**src/rtl/mips32_fetch_queue.sv**
```systemverilog
`default_nettype none
// =============================================================================
// mips32_fetch_queue : MIPS32 instruction fetch front-end with {IR,NPC} queue.
// Optional macro FETCH_BYPASS_EN : zero-latency bypass of acked data when empty.
// Revision : 1.0
// =============================================================================
module mips32_fetch_queue #(
   parameter int          DEPTH    = 4,
   parameter int          ADDR_W   = 10,
   parameter logic [31:0] RESET_PC = 32'd0
) (
   input  logic                     clk,
   input  logic                     rst,
   output logic                     imem_req,
   output logic [ADDR_W-1:0]        imem_addr,
   input  logic                     imem_ack,
   input  logic [31:0]              imem_rdata,
   input  logic                     redirect_valid,
   input  logic [31:0]              redirect_pc,
   output logic                     out_valid,
   input  logic                     out_ready,
   output logic [31:0]              out_ir,
   output logic [31:0]              out_npc,
   output logic                     fetch_halted,
   output logic [$clog2(DEPTH):0]   occupancy
);

   localparam int             PW      = $clog2(DEPTH);
   localparam int             CW      = PW + 1;
   localparam logic [CW-1:0]  DEPTH_C = CW'(DEPTH);
   localparam logic [CW-1:0]  CNT_ONE = CW'(1);
   localparam logic [PW-1:0]  PTR_ONE = PW'(1);
   localparam logic [5:0]     OP_HLT  = 6'b111111;

   typedef enum logic [1:0] {
      IDLE     = 2'd0,
      REQ      = 2'd1,
      HALTSTOP = 2'd2
   } state_t;

   state_t            state, state_nxt;
   logic [31:0]       fetch_pc, fetch_pc_nxt;
   logic [ADDR_W-1:0] addr_q, addr_nxt;
   logic              drop, drop_nxt;
   logic              halted, halted_nxt;
   logic              ack_take;
   logic              enq_word;
   logic              deq_fifo;
   logic              fifo_valid;

   logic [31:0]       ir_mem  [DEPTH];
   logic [31:0]       npc_mem [DEPTH];
   logic [PW-1:0]     rd_ptr, wr_ptr;
   logic [CW-1:0]     count;

   // ---------------------------------------------------------------- fetch FSM
   always_ff @(posedge clk or posedge rst) begin
      if (rst) begin
         state    <= IDLE;
         fetch_pc <= RESET_PC;
         addr_q   <= RESET_PC[ADDR_W-1:0];
         drop     <= 1'b0;
         halted   <= 1'b0;
      end else begin
         state    <= state_nxt;
         fetch_pc <= fetch_pc_nxt;
         addr_q   <= addr_nxt;
         drop     <= drop_nxt;
         halted   <= halted_nxt;
      end
   end

   always_comb begin
      state_nxt    = state;
      fetch_pc_nxt = fetch_pc;
      addr_nxt     = addr_q;
      drop_nxt     = drop;
      halted_nxt   = halted;
      ack_take     = 1'b0;
      if (redirect_valid) begin
         fetch_pc_nxt = redirect_pc;
         halted_nxt   = 1'b0;
         if (state == REQ && !imem_ack) begin
            // Request still in flight: keep the handshake, discard its data later.
            drop_nxt = 1'b1;
         end else begin
            // Nothing outstanding after this edge, so go straight to the target.
            drop_nxt  = 1'b0;
            state_nxt = REQ;
            addr_nxt  = redirect_pc[ADDR_W-1:0];
         end
      end else begin
         case (state)
            IDLE: begin
               if (!halted && count < DEPTH_C) begin
                  state_nxt = REQ;
                  addr_nxt  = fetch_pc[ADDR_W-1:0];
               end
            end
            REQ: begin
               if (imem_ack) begin
                  if (drop) begin
                     drop_nxt  = 1'b0;
                     state_nxt = IDLE;
                  end else begin
                     ack_take     = 1'b1;
                     fetch_pc_nxt = fetch_pc + 32'd1;
                     if (imem_rdata[31:26] == OP_HLT) begin
                        state_nxt  = HALTSTOP;
                        halted_nxt = 1'b1;
                     end else begin
                        state_nxt = IDLE;
                     end
                  end
               end
            end
            HALTSTOP: begin
               state_nxt = HALTSTOP;
            end
            default: begin
               state_nxt = IDLE;
            end
         endcase
      end
   end

   assign imem_req     = (state == REQ);
   assign imem_addr    = addr_q;
   assign fetch_halted = halted;

   // ------------------------------------------------------------ output path
   assign fifo_valid = (count != '0);
   assign deq_fifo   = fifo_valid && out_ready;

`ifdef FETCH_BYPASS_EN
   logic bypass;
   assign bypass    = ack_take && (count == '0);
   assign out_valid = fifo_valid || bypass;
   assign out_ir    = bypass ? imem_rdata : ir_mem[rd_ptr];
   assign out_npc   = bypass ? (fetch_pc + 32'd1) : npc_mem[rd_ptr];
   assign enq_word  = ack_take && !(bypass && out_ready);
`else
   assign out_valid = fifo_valid;
   assign out_ir    = ir_mem[rd_ptr];
   assign out_npc   = npc_mem[rd_ptr];
   assign enq_word  = ack_take;
`endif

   // ---------------------------------------------------------- circular FIFO
   always_ff @(posedge clk or posedge rst) begin
      if (rst) begin
         rd_ptr <= '0;
         wr_ptr <= '0;
         count  <= '0;
         for (int i = 0; i < DEPTH; i++) begin
            ir_mem[i]  <= '0;
            npc_mem[i] <= '0;
         end
      end else if (redirect_valid) begin
         rd_ptr <= '0;
         wr_ptr <= '0;
         count  <= '0;
      end else begin
         if (enq_word) begin
            ir_mem[wr_ptr]  <= imem_rdata;
            npc_mem[wr_ptr] <= fetch_pc + 32'd1;
            wr_ptr          <= wr_ptr + PTR_ONE;
         end
         if (deq_fifo) begin
            rd_ptr <= rd_ptr + PTR_ONE;
         end
         case ({enq_word, deq_fifo})
            2'b10:   count <= count + CNT_ONE;
            2'b01:   count <= count - CNT_ONE;
            default: count <= count;
         endcase
      end
   end

   assign occupancy = count;

endmodule
`default_nettype wire

```
**config.mk**
```make
export PLATFORM = sky130hd
export DESIGN_NAME = mips32_fetch_queue
export DESIGN_NICKNAME = d
export VERILOG_FILES = /design/src/rtl/mips32_fetch_queue.sv
export SDC_FILE = /design/constraint.sdc
export NUM_CORES = 1
export LEC_CHECK = 0
export ABC_CLOCK_PERIOD_IN_PS = 19800
export CORE_MARGIN = 2
export CORE_UTILIZATION = 45
export CTS_CLUSTER_SIZE = 8
export DETAILED_ROUTE_END_ITERATION = 8
export GPL_TIMING_DRIVEN = 0
export PLACE_DENSITY = 0.66
export SLEW_MARGIN = 20
export SYNTH_ARGS = -nofsm -noshare
export SYNTH_HDL_FRONTEND = slang
export SYNTH_SLANG_ARGS = --single-unit
```
**constraint.sdc**
```tcl
create_clock -name clk -period 19.8 [get_ports clk]
set_input_delay 2.97 -clock clk [delete_from_list [all_inputs] [get_ports clk]]
set_output_delay 2.97 -clock clk [all_outputs]
set_load 0.05 [all_outputs]
```
# Word-level counts from Yosys, hierarchy flattened
# Index checks and enable logic that the tools add are counted.
[classes]
n_addsub = 5
order_cmp = 4
n_reduce_logical = 22
eq_ne = 9
mux = 44
bitwise_logic = 3
[op_table]
columns = ["op", "count"]
rows = [
  ["two-way mux 32 bit", 9],
  ["bitwise mux 128 bit", 2],
  ["binary-select mux 32 bit (select 2 bit)", 2],
  ["demux 32 bit (select 2 bit)", 1],
  ["two-way mux 10 bit", 4],
  ["adder 32 x 1 -> 32 bit (second input constant)", 1],
  ["two-way mux 2 bit", 10],
  ["nonzero test 2 bit", 7],
  ["two-way mux 1 bit", 13],
  ["AND reduction 3 bit", 3],
  ["== test 6 bit (second input constant)", 1],
  ["greater-or-equal comparator 3 bit (second input constant)", 2],
  ["NOT 2 -> 3 bit", 2],
  ["one-hot mux 2 bit (3 select lines)", 1],
  ["one-hot mux 3 bit (2 select lines)", 1],
  ["nonzero test 3 bit", 2],
  ["adder 2 x 1 -> 2 bit (second input constant)", 2],
  ["== test 2 x 1 -> 1 bit (second input constant)", 2],
  ["== test 2 bit (second input constant)", 2],
  ["logical AND 1 bit", 4],
  ["!= test 2 bit (second input constant)", 2],
  ["AND reduction 2 bit", 2],
  ["AND reduction 4 bit", 1],
  ["adder 3 x 1 -> 3 bit (second input constant)", 1],
  ["other kinds (9)", 10],
]
[word_totals]
input_bits = 69
out_inout_bits = 80
word_cells = 103
register_bits = 309

# Depth between registers and ports, before layout
[logic_depth]
ltp_word = 7
mapped_depth = 8
mapped_depth_nobuf = 8

# Least setup slack after synthesis
# Ideal clock, no wire load.
[synth_path]
path_kind = "flip-flop to output port"
from = "reg rd_ptr[0]"
to = "out out_npc[10]"
arrival_ns = 1.931
n_path_buf = 3
path_stages_with_launch = 5
path_slack_ns = 14.899
required_time_ns = 16.830
path_cell_list = "dfrtp_1 -> buf_2 -> buf_1 -> clkbuf_1 -> mux4_2"
[synth_between]
elab_chain_len = 4
[synth_lines]
columns = ["item", "line", "text"]
rows = [
  ["start: declaration", "53", "logic [PW-1:0] rd_ptr, wr_ptr;"],
  ["start signal: assignment", "170", "rd_ptr <= rd_ptr + PTR_ONE;"],
  ["NOT 2 -> 3 bit (implied by the code)", "145", "assign out_npc = npc_mem[rd_ptr];"],
  ["binary-select mux 32 bit (select 2 bit)", "145", ""],
  ["two-way mux 32 bit (implied by the code) (2 in a row)", "145", ""],
  ["end: declaration", "23", "output logic [31:0] out_npc,"],
]
# Every way passes these cells. The select of a mux whose other input is x is not followed.

# Final worst setup path
[layout_path]
from = "reg rd_ptr[0]"
to = "out out_npc[3]"
# Same word-level chain as after synthesis.

==> results.cfg <==
[clocking]
numCtsBuffers = 44
cts.sinks = 309
htreeDepth = 2
cts.clk_slew.worst_paths_ns = 0.05
postCtsSetupBuffers = 0
insertion_delay_ns = 0.53
post_cts_resized = 0
cts_hold_buf = 0
cts_buffer_depth = 3
clock-root-buffer = clkbuf_16
cts_tree = done

[routing]
routedLengthMet1_mm = 16.0
topRoutingLayerUsed = met4
drt-wirelength-per-cell_um = 20.4
wl_met2_mm = 16.7
via_per_inst = 5.64
drt-total-wl_mm = 35.5
drc_errors = 0
antenna_left = 0
first_iter_violations = 518
via_count = 9796
dr.pass1.iters = 5
wl_met3_mm = 1.77

[pwr]
power_leakage_nw = 7.35
p_seq_share_pct = 35.6
p_switching_uw = 903
ir_drop_v = 0.0000810
sw_frac_of_total_pct = 36.4
total_power_mw = 2.48
p_int_mw = 1.58
powerDensity_nw_per_um2 = 143
p_clk_share_pct = 26.2
combPwrFrac_pct = 38.2

[synthesis]
synthTopCellsByArea = dfrtp_1 (55%), mux2_2 (11%), mux4_2 (10%)
synthCells = 1142
syn_area_um2 = 14100
ys_warn_count = 0
synth_cell_types = 45
synthTopCellsByCount = dfrtp_1 (309), nand2_1 (184), mux2_2 (142), o21ai_0 (139), mux4_2 (64)
synth_top_area_cell = dfrtp_1
synth_edf_count = 0
ys_ff_latch = 309
synth_seq_area_share_pct = 54.7
yosysTopAreaCellShare_pct = 54.7
dominantRegCellSynth = dfrtp_1
async_reset_ff_share_pct = 100
syn-num-nets = 1217
synth_area_per_cell_um2 = 12.4
synthMostInstantiatedCell = dfrtp_1

[placed_design]
dp_slack_ns = 13.55
place.port_buffers = 148
place_congestion = 0.818
hpwlAfterDp_mm = 24.2

[final_layout]
antenna_cells = 0
fill_cells = 2634
synthToLayoutAreaGrowth_pct = 22.5
nets = 1413
drive_gt1_share_pct = 20.7
fin_util_pct = 56.3

[timing]
fin_ws_ns = 13.04
worstMarginPinSlew_ns = 1.02
period_share_pct = 34.2
slew_viol_final = 0
finalHoldViolations = 0
timing.slew.headroom_pct = 31.9
clock_skew_ns = 0.0160
fmax_mhz = 148
finalSetupTns_ns = 0
setup_viol = 0
rsz0062_at_grt = false
fin_crit_ns = 6.76

[min_path]
hold_depth = 2
hold_path_class = reg -> reg

[critical_path]
r2r_cells = 6
startpoint_type = flip-flop
slowest_stage = clkdlybuf4s50_1
crit_fanout = 10
worstPathRequired_ns = 16.83
path_class = reg -> out
critical_path_arrival_ns = 3.79
critical_path.max_stage_delay_ns = 0.81
end_kind = output port
crit_chain = buf_2 > buf_1 > clkbuf_1 > mux4_2 > clkdlybuf4s50_1

[outcome]
status = finished clean

[floorplan]
core_area_um2 = 30700
start_util_pct = 46.0
io_pins = 149
num_rows = 64
die_height_um = 181
dieArea_um2 = 32800
fp.dieW_um = 181

[global_route]
grt_pass1_vias = 10185
grt_max_degree = 107
grt_usage_pct = 22.0
antenna_found_initial = 0
grt.overflow.total = 0
grt_pass1_wl_mm = 57.0

[run]
maxCapViolCount = 0
## state kept, by name (all words and copies together), names as in the netlist
register / count
occupancy: 3
fetch_halted: 1
npc_mem: 128
fetch_pc: 32
imem_addr: 10
ir_mem: 128
state: 2
drop: 1
rd_ptr: 2
wr_ptr: 2
## critical path, delay by kind of cell (launching register included)
family,cells,cell delay (ns)
buffers and inverters,4,2.50
flip-flops,1,0.38
multiplexers,1,0.37
## metal layers
| layer | global-route usage, % | vias to the layer above |
|---|---|---|
| met4 | 6.44 | 0 |
| met2 | 35.5 | 279 |
| met3 | 3.81 | 70 |
| met1 | 30.8 | 5017 |
| met5 | 0 | - |
| li1 | - | 4430 |
## through the flow
step                      cells  hold WS (ns)  area, um2
after floorplan            1142         0.445      14100
after global routing       1736         0.496      17300
final                      1736         0.471      17300
after global placement     1686         0.456      16100
after detailed placement   1688         0.465      16200
after CTS                  1736         0.476      17300
## cell usage in the layout, fill, tap and decap left out, types with 4 or more instances in the layout
master	instances
inv_1	7
ha_1	5
dfrtp_1	309
nor3_1	13
buf_2	5
nand2_1	184
nor2_1	21
xnor2_1	34
clkdlybuf4s50_1	148
xor2_1	33
nor3_2	4
nand4_1	13
clkbuf_16	45
buf_1	7
a21oi_1	4
nand3_1	20
mux2i_1	12
nor4_2	4
o21ai_1	20
mux2_2	142
mux4_2	64
nor4_1	5
clkbuf_1	65
o21ai_0	139
## area by class of cell
cell class                 count  area, um2  share of cell area, %
sequential                   309       7730                   44.7
timing repair buffer         150       1540                   8.88
inverter                       8       37.5                  0.217
buffer                        78        320                   1.85
multi-input combinational    747       6050                   34.9
clock buffer                  48       1140                   6.57
tap                          396        495                   2.86
## cell families after synthesis
kind of cell	count (synthesis)	share of synthesized area, %
flip-flops	309	54.7
AND/OR/NAND/NOR	288	9.65
multiplexers	218	22.4
AO/OA/AOI/OAI	168	6.05
buffers and inverters	86	2.47
XOR/XNOR	67	4.15
adder cells (fa/ha/maj)	6	0.584
## worst paths after layout
path | startpoint | end | slack (ns)
setup reg to reg | state[1] | ir_mem[42] | 16.81
hold / removal | npc_mem[74] | npc_mem[74] | 0.47
min in group asynchronous | rst | ir_mem[100] | 2.98
setup / recovery | rd_ptr[0] | out_npc[3] | 13.04
hold reg to reg | npc_mem[74] | npc_mem[74] | 0.47
max in group asynchronous | rst | fetch_halted | 15.80
## power by group through the flow
| stage | Clock, mW | Sequential (mW) | Combinational (mW) |
|---|---|---|---|
| after floorplan | 0 | 0.893 | 0.647 |
| after global placement | 0 | 0.883 | 0.942 |
| after detailed placement | 0 | 0.891 | 0.955 |
| after CTS | 0.659 | 0.882 | 0.956 |
| after global routing | 0.688 | 0.903 | 1.00 |
| final | 0.649 | 0.882 | 0.947 |
(Power assumes the default switching activity.)
